## config.mk

```make
export PLATFORM = sky130hd
export DESIGN_NAME = hazard_unit_flat
export DESIGN_NICKNAME = d
export VERILOG_FILES = /design/src/rtl/hazard_unit_if.sv /design/src/rtl/hazard_unit.sv /design/src/flat_wrapper.sv
export SDC_FILE = /design/constraint.sdc
export NUM_CORES = 1
export LEC_CHECK = 0
export CORE_MARGIN = 4
export CORE_UTILIZATION = 44
export CTS_BUF_LIST = sky130_fd_sc_hd__clkbuf_8
export DETAILED_ROUTE_END_ITERATION = 7
export PLACE_DENSITY = 0.79
export SLEW_MARGIN = 5
export SYNTH_ARGS = -nofsm -noshare
export SYNTH_HDL_FRONTEND = slang
export SYNTH_SLANG_ARGS = --single-unit
```

## constraint.sdc

```tcl
create_clock -name clk -period 1.8 [get_ports clk]
set_input_delay 0.18 -clock clk [delete_from_list [all_inputs] [get_ports clk]]
set_output_delay 0.18 -clock clk [all_outputs]
set_load 0.005 [all_outputs]
```

## src/rtl/hazard_unit_if.sv

```systemverilog
// Pipeline-state inputs and front-end control outputs of the hazard unit.
interface hazard_unit_if #(
  parameter int CNT_W = 16
);
  logic [4:0]       IDRsReg;
  logic [4:0]       IDRtReg;
  logic             IDUsesRt;
  logic             IDIsJr;
  logic             EXMemRead;
  logic             EXRegWrite;
  logic [4:0]       EXDestReg;
  logic             MEMMemRead;
  logic [4:0]       MEMDestReg;
  logic             EXRedirect;
  logic             CntClr;
  logic             PCWrite;
  logic             IFIDWrite;
  logic             IFIDFlush;
  logic             IDEXFlush;
  logic [CNT_W-1:0] StallCount;
  logic [CNT_W-1:0] FlushCount;

  modport master (
    output IDRsReg, IDRtReg, IDUsesRt, IDIsJr, EXMemRead, EXRegWrite, EXDestReg,
           MEMMemRead, MEMDestReg, EXRedirect, CntClr,
    input  PCWrite, IFIDWrite, IFIDFlush, IDEXFlush, StallCount, FlushCount
  );

  modport slave (
    input  IDRsReg, IDRtReg, IDUsesRt, IDIsJr, EXMemRead, EXRegWrite, EXDestReg,
           MEMMemRead, MEMDestReg, EXRedirect, CntClr,
    output PCWrite, IFIDWrite, IFIDFlush, IDEXFlush, StallCount, FlushCount
  );
endinterface

```

## src/rtl/hazard_unit.sv

```systemverilog
// Front-end stall/flush control: load-use and jr hazards, EX redirects,
// plus saturating stall/flush event counters.
module hazard_unit #(
  parameter int CNT_W = 16
) (
  input  logic         clk,
  input  logic         rst_n,
  hazard_unit_if.slave hz
);
  typedef enum logic {RUN, STALL} state_t;

  localparam logic [CNT_W-1:0] CNT_MAX = '1;
  localparam logic [CNT_W-1:0] CNT_ONE = CNT_W'(1);

  state_t           state_q, state_d;
  logic [1:0]       left_q, left_d;
  logic [CNT_W-1:0] stall_cnt_q, stall_cnt_d;
  logic [CNT_W-1:0] flush_cnt_q, flush_cnt_d;

  logic ex_rs, ex_rt, mem_rs;
  logic lu, jr1, jr2, jrm;
  logic stall, pc_we, ifid_we, ifid_fl, idex_fl;

  // $0 is never a real producer, so matches against it are suppressed.
  assign ex_rs  = (hz.EXDestReg  != 5'd0) && (hz.EXDestReg  == hz.IDRsReg);
  assign ex_rt  = (hz.EXDestReg  != 5'd0) && (hz.EXDestReg  == hz.IDRtReg);
  assign mem_rs = (hz.MEMDestReg != 5'd0) && (hz.MEMDestReg == hz.IDRsReg);

  assign lu  = hz.EXMemRead & (ex_rs | (hz.IDUsesRt & ex_rt));
  assign jr1 = hz.IDIsJr & hz.EXRegWrite & ex_rs & ~hz.EXMemRead;
  assign jr2 = hz.IDIsJr & hz.EXMemRead & ex_rs;
  assign jrm = hz.IDIsJr & hz.MEMMemRead & mem_rs;

  always_comb begin
    state_d = state_q;
    left_d  = left_q;
    stall   = 1'b0;
    pc_we   = 1'b1;
    ifid_we = 1'b1;
    ifid_fl = 1'b0;
    idex_fl = 1'b0;
    // The ID instruction is wrong-path on a redirect, so its hazards are moot.
    if (hz.EXRedirect) begin
      ifid_fl = 1'b1;
      idex_fl = 1'b1;
      state_d = RUN;
      left_d  = 2'd0;
    end else begin
      case (state_q)
        RUN: begin
          if (jr2) begin
            stall   = 1'b1;
            state_d = STALL;
            left_d  = 2'd1;
          end else if (lu | jr1 | jrm) begin
            stall = 1'b1;
          end
        end
        STALL: begin
          stall  = 1'b1;
          left_d = left_q - 2'd1;
          if (left_q <= 2'd1) begin
            state_d = RUN;
            left_d  = 2'd0;
          end
        end
        default: begin
          state_d = RUN;
          left_d  = 2'd0;
        end
      endcase
    end
    if (stall) begin
      pc_we   = 1'b0;
      ifid_we = 1'b0;
      idex_fl = 1'b1;
    end
  end

  always_comb begin
    stall_cnt_d = stall_cnt_q;
    flush_cnt_d = flush_cnt_q;
    if (hz.CntClr) begin
      stall_cnt_d = '0;
      flush_cnt_d = '0;
    end else begin
      if (!pc_we && stall_cnt_q != CNT_MAX)
        stall_cnt_d = stall_cnt_q + CNT_ONE;
      if (hz.EXRedirect && flush_cnt_q != CNT_MAX)
        flush_cnt_d = flush_cnt_q + CNT_ONE;
    end
  end

  always_ff @(posedge clk or negedge rst_n) begin
    if (!rst_n) begin
      state_q     <= RUN;
      left_q      <= 2'd0;
      stall_cnt_q <= '0;
      flush_cnt_q <= '0;
    end else begin
      state_q     <= state_d;
      left_q      <= left_d;
      stall_cnt_q <= stall_cnt_d;
      flush_cnt_q <= flush_cnt_d;
    end
  end

  assign hz.PCWrite    = pc_we;
  assign hz.IFIDWrite  = ifid_we;
  assign hz.IFIDFlush  = ifid_fl;
  assign hz.IDEXFlush  = idex_fl;
  assign hz.StallCount = stall_cnt_q;
  assign hz.FlushCount = flush_cnt_q;
endmodule

```

## src/flat_wrapper.sv

```systemverilog
// flat-port wrapper written by rule: the top's interface ports become plain ports
module hazard_unit_flat 
#(
  parameter int CNT_W = 16
)
  (clk, rst_n, hz_IDRsReg, hz_IDRtReg, hz_IDUsesRt, hz_IDIsJr, hz_EXMemRead, hz_EXRegWrite, hz_EXDestReg, hz_MEMMemRead, hz_MEMDestReg, hz_EXRedirect, hz_CntClr, hz_PCWrite, hz_IFIDWrite, hz_IFIDFlush, hz_IDEXFlush, hz_StallCount, hz_FlushCount);
  hazard_unit_if #(.CNT_W(CNT_W)) hz_i ();
  input  logic clk;
  input  logic rst_n;
  input wire logic [$bits(hz_i.IDRsReg)-1:0] hz_IDRsReg;
  input wire logic [$bits(hz_i.IDRtReg)-1:0] hz_IDRtReg;
  input wire logic [$bits(hz_i.IDUsesRt)-1:0] hz_IDUsesRt;
  input wire logic [$bits(hz_i.IDIsJr)-1:0] hz_IDIsJr;
  input wire logic [$bits(hz_i.EXMemRead)-1:0] hz_EXMemRead;
  input wire logic [$bits(hz_i.EXRegWrite)-1:0] hz_EXRegWrite;
  input wire logic [$bits(hz_i.EXDestReg)-1:0] hz_EXDestReg;
  input wire logic [$bits(hz_i.MEMMemRead)-1:0] hz_MEMMemRead;
  input wire logic [$bits(hz_i.MEMDestReg)-1:0] hz_MEMDestReg;
  input wire logic [$bits(hz_i.EXRedirect)-1:0] hz_EXRedirect;
  input wire logic [$bits(hz_i.CntClr)-1:0] hz_CntClr;
  output wire logic [$bits(hz_i.PCWrite)-1:0] hz_PCWrite;
  output wire logic [$bits(hz_i.IFIDWrite)-1:0] hz_IFIDWrite;
  output wire logic [$bits(hz_i.IFIDFlush)-1:0] hz_IFIDFlush;
  output wire logic [$bits(hz_i.IDEXFlush)-1:0] hz_IDEXFlush;
  output wire logic [$bits(hz_i.StallCount)-1:0] hz_StallCount;
  output wire logic [$bits(hz_i.FlushCount)-1:0] hz_FlushCount;
  assign hz_i.IDRsReg = hz_IDRsReg;
  assign hz_i.IDRtReg = hz_IDRtReg;
  assign hz_i.IDUsesRt = hz_IDUsesRt;
  assign hz_i.IDIsJr = hz_IDIsJr;
  assign hz_i.EXMemRead = hz_EXMemRead;
  assign hz_i.EXRegWrite = hz_EXRegWrite;
  assign hz_i.EXDestReg = hz_EXDestReg;
  assign hz_i.MEMMemRead = hz_MEMMemRead;
  assign hz_i.MEMDestReg = hz_MEMDestReg;
  assign hz_i.EXRedirect = hz_EXRedirect;
  assign hz_i.CntClr = hz_CntClr;
  assign hz_PCWrite = hz_i.PCWrite;
  assign hz_IFIDWrite = hz_i.IFIDWrite;
  assign hz_IFIDFlush = hz_i.IFIDFlush;
  assign hz_IDEXFlush = hz_i.IDEXFlush;
  assign hz_StallCount = hz_i.StallCount;
  assign hz_FlushCount = hz_i.FlushCount;
  hazard_unit #(.CNT_W(CNT_W)) u_core (.clk(clk), .rst_n(rst_n), .hz(hz_i));
endmodule
```

==> flow_summary_export.csv <==
group,metric,value,unit
run_status,outcome,"complete, but fails checks",
run_status,failed_checks,"setup timing",
timing,maxClockFrequency,501,MHz
logic_synthesis,yosys.area.top_type,"sky130_fd_sc_hd__dfrtp_1",
routing,vias_per_cell,5.75,
global_route,global_route.usage.total,23.3,%
timing,timing.final.crit_share,111,%
power_and_ir_drop,power_density,456,mW/mm^2
clocking,cts_hold_buffers,0,
global_route,antenna_found_initial,0,
routing,drt_pre_antenna_iters,4,
logic_synthesis,yosys.cell_types.count,40,
logic_synthesis,number_of_enable_type_register_cells_in_the_synthesized_netlist,0,
worst_setup_path,crit_path_frequent_cell,"sky130_fd_sc_hd__buf_6",
logic_synthesis,yosys-top-cells-count,"35 x sky130_fd_sc_hd__dfrtp_1, 35 x sky130_fd_sc_hd__nor2_1, 17 x sky130_fd_sc_hd__xor2_1, 16 x sky130_fd_sc_hd__nand3_1, 13 x sky130_fd_sc_hd__nand2_1",
logic_synthesis,syn_area_per_cell,9.05,sq um
clocking,cts_inserted_buffers,5,
timing,slew_headroom,70.2,%
worst_setup_path,critPathMaxFanout,6,
global_route,number_of_global_route_vias_before_repair,2314,
power_and_ir_drop,int_power,1.19,mW
worst_setup_path,worst-setup-path-type,"in2reg",
logic_synthesis,mappedNetlistArea,0.00209,sq mm
timing,fin_hold_ws,0.286,ns
power_and_ir_drop,switching_share,26.3,%
floorplanning,design.portCount,65,
final_layout,layout.cells.non_filler,408,
logic_synthesis,synth_top_area_share,41.9,%
timing,layout_min_cycle_time,2.00,ns
timing,slew_violations,0,
clocking,clock_sinks,35,
clocking,clk_latency,0.30,ns
placed_design,routabilityCongestion,0.811,
routing,drc,0,
floorplanning,initial_core_utilization,46.7,%
placed_design,place_area,0.00311,sq mm
placed_design,port_buffers,64,
placed_design,dp_cells,386,
worst_setup_path,critical_path.slowest_cell,"sky130_fd_sc_hd__or4_4",
routing,wl_per_cell,17.9,um
timing,timing.setup.tns,-2.01,ns
clocking,clock_tree.htree_level_count,2,
global_route,grt_start_max_net_pins,36,
logic_synthesis,seq_area_frac_synth,41.9,%
timing,rsz_0062_raised_after_global_routing,"yes",
worst_setup_path,cp.buffers_inverters,4,
power_and_ir_drop,power.share.sequential,49.2,%
global_route,gr-total-overflow,0,
floorplanning,floorplan_die_height,76.9,um
final_layout,area_growth,69.4,%
final_layout,total_inserted_antenna_cells,0,
clocking,cts.path.max_buffers,2,
floorplanning,core_region_area,0.00447,sq mm
routing,drt_iter0_drc,157,
logic_synthesis,synth_flop_cell,"sky130_fd_sc_hd__dfrtp_1",
power_and_ir_drop,share_clk_of_total_power,35.2,%
worst_setup_path,worstPathRequired,2.02,ns
timing,tightestPinTransition,0.447,ns
floorplanning,die_w,76.9,um
worst_setup_path,critical_path.cell_chain,"dlygate4sd2_1 > buf_6 > xnor2_2 > nand3_2 > a211oi_4 > buf_4 > o21ai_4 > buf_6 > or4_4 > a21oi_2",
logic_synthesis,post_synthesis_async_set_or_reset_flop_share,100,%
timing,finClkSkew,0.00888,ns
final_layout,final_util,79.1,%
power_and_ir_drop,comb_power_share,15.6,%
routing,antenna_violating_nets_post_route,0,
placed_design,place_worst_setup_slack,-0.848,ns
logic_synthesis,ys_warn_count,0,
power_and_ir_drop,leakagePower,1.56,nW
routing,via_count,2345,
routing,routed_wirelength,7290,um
logic_synthesis,post_synth_inst_count,231,
logic_synthesis,synthesis.nets,262,
final_layout,fillerInstances,273,
power_and_ir_drop,vdd_ir_drop_max,0.539,mV
logic_synthesis,ys_top_cells_by_area,"sky130_fd_sc_hd__dfrtp_1 42%, sky130_fd_sc_hd__xor2_1 7.1%, sky130_fd_sc_hd__nor2_1 6.3%",
clocking,clock-root-buffer,"sky130_fd_sc_hd__clkbuf_8",
power_and_ir_drop,power.switching,425,uW
worst_setup_path,cpLargestDelayFamily,"buffers and inverters",
worst_setup_path,worstSetupStartpointType,"primary input",
floorplanning,fp.dieArea,0.00592,sq mm
timing,fin_ws,-0.197,ns
logic_synthesis,synth-seq-cells,35,
final_layout,layout-drive-gt1-share,36.8,%
global_route,global_route_wire_length_before_repair,11200,um
timing,timing.final.setup_violations,18,
clocking,path_clk_slew,0.08,ns
power_and_ir_drop,total_power,1.62,mW
final_layout,final_net_count,386,
worst_setup_path,worst_ep_arrival_time,2.22,ns
worst_setup_path,critical-path-max-stage-delay,0.49,ns
final_layout,postLayoutCellArea,0.00354,sq mm
hold_path,min-delay-path-class,"in2async",
placed_design,dpl.hpwl,4500,um
floorplanning,num_rows,24,
timing,report.final.hold_viol_count,0,
clocking,cts_tree,"built",
worst_setup_path,setup.worst_path.end_class,"flip-flop",
job,drv_cap,0,
logic make-up (layout without fill, tap and decap cells):
family,after synthesis,after routing,share of synthesized area (%)
simple gates,113,113,28.0
flops,35,35,41.9
xor+xnor,29,29,12.1
compound gates,29,29,9.04
buf+inv,15,140,3.53
fa+ha+maj,2,2,1.20
mux,8,8,4.19
per-layer routing:
metal  vias up  global-route usage (%)  share of wire (%)
met5         -                       0                  0
met4         0                    7.97                2.7
met3        28                    6.09                7.0
met2       121                    39.0                 50
met1      1136                    29.1                 40
li1       1060                       -                  -
final cells by class:
cell class / count / area [sq um] / share of cell area, %
flip-flops and latches: 35 / 876 / 24.7
clock buffers: 5 / 68.8 / 1.94
inverters: 8 / 30.0 / 0.848
multi-input cells: 181 / 1400 / 39.6
repair buffers: 124 / 1080 / 30.6
well taps: 52 / 65.1 / 1.84
clock inverters: 3 / 16.3 / 0.459
what timing repair did:
item                                    4_1_cts  5_1_grt
setup buffers                                 6        9
resized for setup                            92       35
endpoints found under the setup margin       19       32
cloned                                        0        0
pin swaps                                    31       23
placed cells by master, fill, tap and decap left out, drive strengths merged, types with 2 or more instances in the layout:
| cell | n |
|---|---|
| and2 | 2 |
| dlygate4sd2 | 5 |
| mux2i | 2 |
| o31ai | 4 |
| a21oi | 10 |
| nor2b | 7 |
| clkbuf | 9 |
| o21ai | 8 |
| nand3 | 16 |
| or4 | 7 |
| buf | 70 |
| ha | 2 |
| clkdlybuf4s50 | 42 |
| dfrtp | 35 |
| nor3 | 6 |
| nor2 | 35 |
| mux2 | 6 |
| or3 | 5 |
| dlymetal6s2s | 3 |
| and3 | 6 |
| nand4 | 8 |
| nand2 | 13 |
| nand2b | 4 |
| inv | 9 |
| xnor2 | 12 |
| xor2 | 17 |
flip-flops by register name, indices dropped and copies added (netlist names):
name / cells
u_core.hz.StallCount: 16
u_core.state_q: 1
u_core.hz.FlushCount: 16
u_core.left_q: 2
final timing paths:
| kind | cells past startpoint | start | slack, ns | to |
|---|---|---|---|---|
| max in group asynchronous | 2 | rst_n | 1.19 | u_core.hz.FlushCount[14] |
| min reg2reg | 2 | u_core.left_q[1] | 0.54 | u_core.left_q[1] |
| max | 10 | hz_IDRsReg[1] | -0.20 | u_core.hz.StallCount[9] |
| max reg2reg | 8 | u_core.hz.StallCount[9] | -0.11 | u_core.hz.StallCount[10] |
| min in group clk | 2 | u_core.left_q[1] | 0.54 | u_core.left_q[1] |
| min | 2 | rst_n | 0.29 | u_core.hz.FlushCount[15] |
power groups by stage:
stage          Combinational (mW)  Clock [mW]  Sequential, mW
6_report                    0.252       0.568           0.796
4_1_cts                     0.239       0.576           0.796
3_3_place_gp                0.219           0           0.811
3_5_place_dp                0.222           0           0.811
5_1_grt                     0.275       0.611           0.796
2_1_floorplan              0.0737           0           0.813
No activity file was read; power rests on OpenSTA's default activity.
